--- src/rtl/regfile_wb_arbiter_pkg.sv ---
// Shared constants for the register-file writeback arbiter.
package regfile_wb_arbiter_pkg;
  localparam int              REG_ADDR_W = 5;
  localparam logic [4:0]      ZERO_REG   = 5'd0;
  localparam logic            GRANT_A    = 1'b0;
  localparam logic            GRANT_B    = 1'b1;
endpackage

--- src/rtl/regfile_wb_arbiter_scoreboard.sv ---
// Pending-write scoreboard: one busy bit per register, set on alloc, cleared on retire.
module wb_scoreboard
  import regfile_wb_arbiter_pkg::*;
#(
  parameter int NUM_REGS = 32
) (
  input  logic                  clk,
  input  logic                  rst,
  input  logic                  alloc_valid_i,
  input  logic [REG_ADDR_W-1:0] alloc_addr_i,
  input  logic                  retire_valid_i,
  input  logic [REG_ADDR_W-1:0] retire_addr_i,
  output logic [NUM_REGS-1:0]   busy_o
);
  logic [NUM_REGS-1:0] busy_q, busy_d;

  // Set is applied after clear so a producer issued on the retire edge keeps the bit.
  always_comb begin
    busy_d = busy_q;
    for (int r = 1; r < NUM_REGS; r++) begin
      if (retire_valid_i && retire_addr_i == REG_ADDR_W'(r)) busy_d[r] = 1'b0;
      if (alloc_valid_i && alloc_addr_i == REG_ADDR_W'(r))   busy_d[r] = 1'b1;
    end
    busy_d[0] = 1'b0;
  end

  always_ff @(posedge clk or posedge rst) begin
    if (rst) busy_q <= '0;
    else     busy_q <= busy_d;
  end

  assign busy_o = busy_q;
endmodule

--- src/rtl/regfile_wb_arbiter.sv ---
// Round-robin arbiter sharing the regfile write port between ALU (A) and long-latency (B)
// writeback, with a registered write port and a RAW scoreboard.
module regfile_wb_arbiter
  import regfile_wb_arbiter_pkg::*;
#(
  parameter int bit_size = 32,
  parameter int NUM_REGS = 32
) (
  input  logic                  clk,
  input  logic                  rst,
  input  logic                  a_valid,
  input  logic [REG_ADDR_W-1:0] a_addr,
  input  logic [bit_size-1:0]   a_data,
  output logic                  a_ready,
  input  logic                  b_valid,
  input  logic [REG_ADDR_W-1:0] b_addr,
  input  logic [bit_size-1:0]   b_data,
  output logic                  b_ready,
  input  logic                  alloc_valid,
  input  logic [REG_ADDR_W-1:0] alloc_addr,
  output logic [NUM_REGS-1:0]   busy,
  output logic                  RegWrite,
  output logic [REG_ADDR_W-1:0] Write_addr,
  output logic [bit_size-1:0]   Write_data
);
  logic                  last_grant_q, last_grant_d;
  logic                  coll_q, coll_d;
  logic                  gnt_a, gnt_b, gnt_any;
  logic [REG_ADDR_W-1:0] gnt_addr;
  logic [bit_size-1:0]   gnt_data;
  logic                  we_q, we_d;
  logic [REG_ADDR_W-1:0] waddr_q, waddr_d;
  logic [bit_size-1:0]   wdata_q, wdata_d;

  // coll_q remembers a same-address B grant so the younger A write follows immediately.
  always_comb begin
    gnt_a        = 1'b0;
    gnt_b        = 1'b0;
    coll_d       = 1'b0;
    if (!rst) begin
      if (a_valid && b_valid) begin
        if (coll_q)                        gnt_a = 1'b1;
        else if (a_addr == b_addr) begin   gnt_b = 1'b1; coll_d = 1'b1; end
        else if (last_grant_q == GRANT_B)  gnt_a = 1'b1;
        else                               gnt_b = 1'b1;
      end else begin
        gnt_a = a_valid;
        gnt_b = b_valid;
      end
    end
    gnt_any      = gnt_a | gnt_b;
    last_grant_d = gnt_a ? GRANT_A : (gnt_b ? GRANT_B : last_grant_q);
    gnt_addr     = gnt_b ? b_addr : a_addr;
    gnt_data     = gnt_b ? b_data : a_data;
  end

  // Writes to r0 are consumed but never reach the port; address/data hold while idle.
  always_comb begin
    we_d    = gnt_any && (gnt_addr != ZERO_REG);
    waddr_d = we_d ? gnt_addr : waddr_q;
    wdata_d = we_d ? gnt_data : wdata_q;
  end

  always_ff @(posedge clk or posedge rst) begin
    if (rst) begin
      last_grant_q <= GRANT_B;
      coll_q       <= 1'b0;
      we_q         <= 1'b0;
      waddr_q      <= '0;
      wdata_q      <= '0;
    end else begin
      last_grant_q <= last_grant_d;
      coll_q       <= coll_d;
      we_q         <= we_d;
      waddr_q      <= waddr_d;
      wdata_q      <= wdata_d;
    end
  end

  assign a_ready    = gnt_a;
  assign b_ready    = gnt_b;
  assign RegWrite   = we_q;
  assign Write_addr = waddr_q;
  assign Write_data = wdata_q;

  wb_scoreboard #(.NUM_REGS(NUM_REGS)) u_sb (
    .clk           (clk),
    .rst           (rst),
    .alloc_valid_i (alloc_valid),
    .alloc_addr_i  (alloc_addr),
    .retire_valid_i(we_q),
    .retire_addr_i (waddr_q),
    .busy_o        (busy)
  );
endmodule

--- config.mk ---
export PLATFORM = sky130hd
export DESIGN_NAME = regfile_wb_arbiter
export DESIGN_NICKNAME = d
export VERILOG_FILES = /design/src/rtl/regfile_wb_arbiter_pkg.sv /design/src/rtl/regfile_wb_arbiter_scoreboard.sv /design/src/rtl/regfile_wb_arbiter.sv
export SDC_FILE = /design/constraint.sdc
export NUM_CORES = 1
export LEC_CHECK = 0
export CORE_MARGIN = 4
export CORE_UTILIZATION = 25
export CTS_BUF_LIST = sky130_fd_sc_hd__clkbuf_16
export DETAILED_ROUTE_END_ITERATION = 16
export HOLD_SLACK_MARGIN = 0.08
export PLACE_DENSITY_LB_ADDON = 0.2
export SETUP_SLACK_MARGIN = 0.2
export SYNTH_ARGS = -nofsm -noshare
export SYNTH_HDL_FRONTEND = slang
export SYNTH_SLANG_ARGS = --single-unit
--- constraint.sdc ---
create_clock -name clk -period 3.2 [get_ports clk]
set_input_delay 0.96 -clock clk [delete_from_list [all_inputs] [get_ports clk]]
set_output_delay 0.96 -clock clk [all_outputs]
set_load 0.02 [all_outputs]
After elaboration in Yosys (flattened, before gate mapping)

Index checks and enable logic that the tools add are counted.

ROM bits: 0
Memories kept: 0
Flip-flop bits (word level): 71
Memory bits (writable): 0
Bits in latches: 0
Logic and storage cells: 277
Input bits: 84
Output and inout port bits: 72

Shift-type cells: 0
Multipliers: 0
Eq/ne operators: 63
Bitwise gates (word level): 1
Multiplexer cells: 80
Magnitude comparators: 0
$add $sub $neg: 0
Reductions and logical operators: 97
Divide/modulo/power cells: 0

Operators by type and width:

| cell                                           | number |
|---|---|
| == test 5 bit (second input constant)          | 32 |
| == test 5 x 4 -> 1 bit (second input constant) | 16 |
| 2-to-1 mux 1 bit                               | 78 |
| logical AND 1 bit                              | 64 |
| nonzero test 2 bit                             | 32 |
| == test 5 x 3 -> 1 bit (second input constant) | 8 |
| 2-to-1 mux 32 bit                              | 1 |
| == test 5 x 2 -> 1 bit (second input constant) | 4 |
| == test 5 x 1 -> 1 bit (second input constant) | 2 |
| == test 5 bit                                  | 1 |
| 2-to-1 mux 5 bit                               | 1 |
| nonzero test 5 bit                             | 1 |
| OR 1 bit                                       | 1 |

Logic depth before layout (Yosys ltp)

Gate-level depths: netlist (run 1).

Depth in word-level cells: 8
Mapped depth: 6
Mapped depth without buffers: 5

Cells and area by module

Synthesis (run 1) repeated with hierarchy kept, for this count alone.

Cells, all modules: 278
Area, all modules: 3412.0 µm²

By module, submodules not included:

| module             | area each (µm²) | instances | seq. area each (µm²) | cells an instance |
|---|---|---|---|---|
| regfile_wb_arbiter | 2097.0          | 1         | 1002.2               | 151 |
| wb_scoreboard      | 1315.0          | 1         | 775.7                | 127 |

Worst setup path after synthesis (run 1)

Ideal clock, no wire load.

Kind: input to register
Start point: input port rst
End point: register wdata_q[10], in the netlist Write_data[10]
Library setup time: 125 ps
Arrival time: 4242 ps
Path buffers: 1
Stages on the path: 5
Setup slack: -1167 ps
Data required time: 3075 ps
Path through: inv_1 -> o21ai_0 -> a211oi_4 -> buf_6 -> mux2_2

Longest elaborated chain between the ends: 4
Elaborated cells between the ends (all ways): 7
Those cells by class: mux (4); bitwise (1); reduce/logical (2)

Ends and longest elaborated chain:

| element              | RTL line                 | RTL |
|---|---|---|
| start, declared      | regfile_wb_arbiter.sv:10 | `input logic rst,` |
| 2-to-1 mux 1 bit     | regfile_wb_arbiter.sv:40 | `if (!rst) begin` |
| 2-to-1 mux 5 bit     | regfile_wb_arbiter.sv:53 | `gnt_addr = gnt_b ? b_addr : a_addr;` |
| nonzero test 5 bit   | regfile_wb_arbiter.sv:59 | `we_d = gnt_any && (gnt_addr != ZERO_REG);` |
| logical AND 1 bit    | regfile_wb_arbiter.sv:59 |  |
| end signal, assigned | regfile_wb_arbiter.sv:76 | `wdata_q <= wdata_d;` |
| end, declared        | regfile_wb_arbiter.sv:33 | `logic [bit_size-1:0] wdata_q, wdata_d;` |

Parallel ways exist; a longest one is shown, timed or not.
A chain may end at the register's enable or synchronous reset.

Final worst setup path (run 1)

Start point: input port a_addr[4]
End point: output port b_ready

Longest elaborated chain between the ends: 5

Ends and longest elaborated chain:

| element          | RTL line                 | RTL |
|---|---|---|
| start, declared  | regfile_wb_arbiter.sv:12 | `input logic [REG_ADDR_W-1:0] a_addr,` |
| == test 5 bit    | regfile_wb_arbiter.sv:43 | `else if (a_addr == b_addr) begin gnt_b = 1'b1; coll_d = 1'b1; end` |
| 2-to-1 mux 1 bit | regfile_wb_arbiter.sv:43 |  |
| 2-to-1 mux 1 bit | regfile_wb_arbiter.sv:42 | `if (coll_q) gnt_a = 1'b1;` |
| 2-to-1 mux 1 bit | regfile_wb_arbiter.sv:41 | `if (a_valid && b_valid) begin` |
| 2-to-1 mux 1 bit | regfile_wb_arbiter.sv:40 |  |
| end, declared    | regfile_wb_arbiter.sv:18 | `output logic b_ready,` |

No other way between the ends.

==> impl_metrics.toml, run 1 <==
[worst_hold_path]
hp-start = "Write_data[1]$_DFFE_PP0P_"
worst_hold_path_type = "flop to flop"
worstHoldPathCells = 1
min_to = "Write_data[1]$_DFFE_PP0P_"

[critical_path]
path_class = "input pin to primary output"
reg2reg_from = "last_grant_q$_DFFE_PP1P_"
required_ns = 2.24
r2r_setup_slack_ns = 0.97
critical_path_arrival_ns = 1.96
r2r-end = "Write_data[10]$_DFFE_PP0P_"
cp-start-kind = "input pin"
crit_fanout = 2
r2r_cells = 7
end_kind = "primary output"

[routing]
first_iter_violations = 102
viasPerCell = 4.51
drt_wl_total_microns = 10300
routedWlPerCell_microns = 15.9
postRouteAntennaNets = 0
drc_errors = 0
vias = 2921
drtPass1Iterations = 4

[floorplanning]
num_rows = 42
die_area_sq_mm = 0.0154
die_w_microns = 124
pin_count = 156
core_sq_mm = 0.0132
die_height_microns = 124
initial_core_util_pct = 25.5

[pwr]
power.density_mw_per_mm2 = 658
seqPwrFrac_pct = 35.7
ir_drop_uv = 267
p_int_mw = 2.49
p_comb_share_pct = 38.2
power.leakage_nw = 2.21
switchingPower_mw = 1.22
swShare_pct = 32.9
clkPwrFrac_pct = 26.2
p_total_mw = 3.70

[layout]
drive_above_1_share_pct = 28.5
stdcell_count = 647
antennaDiodeCount = 0
fin_area_sq_mm = 0.00563
final_nets = 550
final_common_cell = "clkdlybuf4s50_1"
area_delta_synth_final_pct = 67.5
final_util_pct = 42.7
final_cell_mix = "clkdlybuf4s50_1, dfrtp_1, mux2_2, o21ai_0, buf_4"

[global_routing]
antenna_found_initial = 0
grt_max_degree = 72
grt_pass1_vias = 3117
grt_pass1_wl_microns = 16000
globalRouteTotalUtil_pct = 13.5
gr-total-overflow = 0

[timing]
min_period_over_period_pct = 91.3
hold-worst-slack_ns = 0.496
setup_ws_ns = 0.280
fin_skew_ns = 0.00471
min_period_ns = 2.92
timing.fmax_mhz = 342
slew_headroom_pct = 39.2
fin_setup_tns_ns = 0
tightest_slew_ns = 0.912
setup_viol = 0
hold_viol_final = 0
slew_violations = 0
rsz0062_at_grt = "false"

[synth]
synth_top_cell_by_area = "dfrtp_1"
synth_cell_types = 28
syn_area_per_cell_sq_um = 12.0
syn_nets = 365
synth.ff_latch_count = 71
synth.area.top_cells = "dfrtp_1, mux2_2, o21ai_0, nand3_1, nand2_1"
syn_inst = 281
ys_seq_area_share_pct = 52.9
synth_top_area_share_pct = 52.1
netlist_area_sq_mm = 0.00336
yosys_warnings = 0

[clocking]
clkTransAtPathRegs_ns = 0.05
cts_tree = "done"
cts_buffer_depth = 2
cts_root_buf = "clkbuf_16"
ctsHtreeMaxLevel = 3
hold_buffers = 0
numCtsBuffers = 9
clk_latency_ns = 0.32
cts.sinks = 71

[status]
status = "finished, final reports clean"

[placement]
io_buffers = 154
dp.cells = 628
pre_cts_ws_ns = -0.642
place_area_sq_mm = 0.00528
dpl.hpwl_microns = 7830
gp_congestion = 0.771

[job]
drv_cap = 0
-- Yosys cell counts --
cell	number
dfrtp_1	70
mux2_2	66
o21ai_0	65
nand2_1	13
nand3_1	10
nor2b_1	7
inv_1	6
xnor2_1	5
mux2i_1	4
nand2b_1	4
nor2_1	4
buf_2	3
buf_6	3
nor4_1	3
mux2_1	2
nand4_1	2
nand4b_1	2
o22ai_1	2
a211oi_4	1
a311oi_1	1
buf_4	1
conb_1	1
dfstp_2	1
o221ai_1	1
o311a_1	1
o31ai_4	1
or2_0	1
or2_2	1
-- power groups by stage --
stage / logic [mW] / clock network (mW) / registers (mW)
2_1_floorplan: 0.337 / 0 / 1.62
3_3_place_gp: 1.41 / 0 / 1.33
3_5_place_dp: 1.42 / 0 / 1.34
4_1_cts: 1.43 / 1.00 / 1.33
5_1_grt: 1.53 / 1.04 / 1.36
6_report: 1.41 / 0.970 / 1.32
-- kinds of logic after synthesis --
kind of cell	Yosys count	share of synthesized area (%)
and+or+nand+nor	47	7.26
xor gates and xnor gates	5	1.30
DFF	71	52.9
buffers and inverters	13	2.35
other	1	0.112
muxes	72	24.0
AOI/OAI and AO/OA	72	12.1
-- what timing repair did --
item	4_1_cts	5_1_grt
setup endpoints to repair	36	2
pin swaps	8	7
gates resized for setup	47	12
setup buffers	3	0
endpoints found under the hold margin	0	0
-- flip-flops by register name (all words and copies together), names as in the netlist --
| signal | count |
|---|---|
| Write_addr | 5 |
| Write_data | 32 |
| last_grant_q | 1 |
| u_sb.busy_o | 31 |
| coll_q | 1 |
| RegWrite | 1 |
-- layer usage --
layer	GRT usage (%)	vias up	wire length [microns]
li1	-	1399	-
met1	17.8	1399	4620
met2	21.6	110	4700
met3	3.68	13	866
met4	4.11	0	113
met5	0	-	0
-- worst max-delay path: stages --
cell,delay (ns)
clkdlybuf4s15_2,0.21
xnor2_2,0.17
nand3_2,0.13
buf_6,0.14
o31ai_4,0.19
buf_6,0.16
-- worst max-delay path by stage --
stage / startpoint / end / slack [ns] / cells after the start
floorplan: rst / Write_data[1]$_DFFE_PP0P_ / 0.20 / 5
global placement: b_addr[2] / b_ready / -0.60 / 6
detailed placement: b_addr[4] / a_ready / -0.64 / 6
CTS: b_addr[1] / b_ready / 0.20 / 6
global route: a_addr[4] / b_ready / 0.20 / 6
finish: a_addr[4] / b_ready / 0.28 / 6
-- layout make-up --
cell class                      count  area [sq um]
Timing Repair Buffer              181          1730
Clock inverter                      7          65.1
Fill cell                        1277          7560
Clock buffer                        9           225
Tap cell                          176           220
Inverter                            6          26.3
Sequential cell                    71          1780
Multi-Input combinational cell    197          1580
No activity file was read; power rests on OpenSTA's default activity.
==> run 2, diff against run 1 <==
--- a/config.mk
+++ b/config.mk
@@ -14,4 +14,5 @@
 export SETUP_SLACK_MARGIN = 0.2
 export SYNTH_ARGS = -nofsm -noshare
 export SYNTH_HDL_FRONTEND = slang
+export SYNTH_HIERARCHICAL = 1
 export SYNTH_SLANG_ARGS = --single-unit
==> run 2 against run 1 <==
Compared with the run above:
- cell area increased by 0.18%
- register-to-register slack about the same
- clock power about the same
- global-route usage decreased by 0.16 points
- via count increased by 0.75%
- sequential share of layout area decreased by 0.056 points
- power increased by 2.1%
- critical path depth increased by 2
- clock skew decreased by 0.0011 ns
- sequential power about the same
- count of clock-buffer cells in the layout unchanged
- critical endpoint is now a_ready
==> impl_metrics.toml, run 2 <==
[status]
status = "finished, final reports clean"

[global_routing]
antenna_found_initial = 0
grt_pass1_vias = 3194
gr-usage-met3_pct = 3.43
gr-total-overflow = 0
use_met2_pct = 22.9
busiest_layer = "met2"
globalRouteTotalUtil_pct = 13.3
met1_usage_pct = 15.4
grt_max_degree = 42
grt_pass1_wl_microns = 16700

[layout]
multi_input_area_sq_mm = 0.00159
final_nets = 547
final_cell_mix = "clkdlybuf4s50_1, dfrtp_1, mux2_2, o21ai_0, buf_4"
largest_register_ffs = 32
final_common_cell = "clkdlybuf4s50_1"
area_delta_synth_final_pct = 65.3
nFillCells = 1254
stdcell_count = 644
final_util_pct = 42.4
drive_above_1_share_pct = 28.6
seqCellArea_sq_mm = 0.00178
antennaDiodeCount = 0

[job]
drv_cap = 0

[synth]
syn_area_per_cell_sq_um = 12.3
yosys_warnings = 6
synth_cell_types = 38
async_reset_ff_share_pct = 100
synth.ff_latch_count = 71
synth.most_common_cell = "dfrtp_1"
syn_inst = 278
syn_nets = 362
synth_top_cell_by_area = "dfrtp_1"
synthTopCellsByCount = "dfrtp_1, mux2_2, o21ai_0"
netlist_area_sq_mm = 0.00341
synth_ff_type = "dfrtp_1"
synth.area.top_cells = "dfrtp_1, mux2_2, o21ai_0, nand4b_1, nand2b_1"
ys_seq_area_share_pct = 52.1
synth_top_area_share_pct = 51.3
synth_edf_count = 0

[routing]
viasPerCell = 4.57
postRouteAntennaNets = 0
drt_wl_total_microns = 10400
routedWlPerCell_microns = 16.1
drtPass1Iterations = 4
first_iter_violations = 105
vias = 2943
drc_errors = 0

[timing]
slew_headroom_pct = 64.1
setup_viol = 0
tightest_slew_ns = 0.538
fin_setup_tns_ns = 0
min_period_ns = 3.03
timing.fmax_mhz = 330
hold_viol_final = 0
slew_violations = 0
min_period_over_period_pct = 94.6
fin_skew_ns = 0.00358
rsz0062_at_grt = "true"
setup_ws_ns = 0.171

[floorplanning]
num_rows = 42
die_height_microns = 125
pin_count = 156
die_w_microns = 125
die_area_sq_mm = 0.0156
initial_core_util_pct = 25.7
core_sq_mm = 0.0133

[clocking]
clkTransAtPathRegs_ns = 0.06
cts_tree = "done"
cts.sinks = 71
ctsHtreeMaxLevel = 3
cts_root_buf = "clkbuf_16"
clk_latency_ns = 0.33
numCtsBuffers = 9
hold_buffers = 0
cts_buffer_depth = 2

[placement]
io_buffers = 154
dp.cells = 625
gp_congestion = 0.772
pre_cts_ws_ns = -0.733
dpl.hpwl_microns = 7900

[pwr]
power.leakage_nw = 2.18
ir_drop_uv = 216
power.density_mw_per_mm2 = 671

[critical_path]
crit_fanout = 2
end_kind = "primary output"
path_class = "input pin to primary output"
cp-start-kind = "input pin"
required_ns = 2.24
critical_path_arrival_ns = 2.07

[worst_hold_path]
worst_hold_path_type = "flop to flop"
==> run 2: area by class of cell <==
type | instances | area share [%]
sequential | 71 | 31.5
timing repair buffer | 182 | 31.0
multi-input combinational | 196 | 28.2
clock buffer | 9 | 3.99
tap | 176 | 3.91
clock inverter | 7 | 1.15
inverter | 3 | 0.266
==> run 2: per-stage QoR <==
step	hold WS, ns	power [mW]	instance area [sq um]
finish	0.493	3.78	5640
global route	0.524	3.98	5640
CTS	0.499	3.85	5630
detailed placement	0.486	2.84	5320
global placement	0.470	2.83	5320
floorplan	0.487	2.01	3420
==> run 2: logic make-up after synthesis <==
logic type / after synthesis / share of synthesized area [%]
AND/OR/NAND/NOR: 45 / 8.87
multiplexers: 73 / 24.0
flip-flops: 71 / 52.1
other: 1 / 0.110
XOR/XNOR: 5 / 1.28
buffers and inverters: 11 / 2.20
AO/OA/AOI/OAI: 72 / 11.4
==> run 2: worst paths after layout <==
path | startpoint | endpoint | slack [ns] | cells after the start
worst min register to register | Write_data[11]$_DFFE_PP0P_ | Write_data[11]$_DFFE_PP0P_ | 0.49 | 1
min in group asynchronous | rst | u_sb/busy_o[27]$_DFFE_PP0P_ | 0.99 | 4
worst max-delay path | a_addr[4] | a_ready | 0.17 | 8
worst min-delay path | Write_data[11]$_DFFE_PP0P_ | Write_data[11]$_DFFE_PP0P_ | 0.49 | 1
worst max register to register | last_grant_q$_DFFE_PP1P_ | Write_data[14]$_DFFE_PP0P_ | 0.98 | 7
max in group asynchronous | rst | Write_data[14]$_DFFE_PP0P_ | 1.67 | 5
==> run 2: power breakdown <==
| part | total (mW) | internal [mW] | switching [mW] |
|---|---|---|---|
| Clock | 0.968 | 0.596 | 0.373 |
| Sequential | 1.34 | 1.17 | 0.165 |
| Combinational | 1.48 | 0.767 | 0.710 |
| Total | 3.78 | 2.53 | 1.25 |
==> run 2: critical path, cell delays in order <==
cell     delay [ns]
buf_8          0.10
xnor2_2        0.14
buf_4          0.14
nand4_1        0.14
nor3_2         0.20
o21ai_1        0.09
and3_1         0.16
buf_6          0.13
==> run 2: timing repair <==
action                                 CTS  global route
resized for setup                       51             8
endpoints found under the hold margin    0             0
buffers inserted                         2             1
setup endpoints to repair               37            26
pin swaps                               11             8
==> run 2: layer usage <==
| metal | wire [microns] | vias up |
|---|---|---|
| met5 | 0 | - |
| met2 | 5330 | 90 |
| met4 | 246 | 0 |
| met1 | 4220 | 1442 |
| met3 | 584 | 18 |
| li1 | - | 1393 |
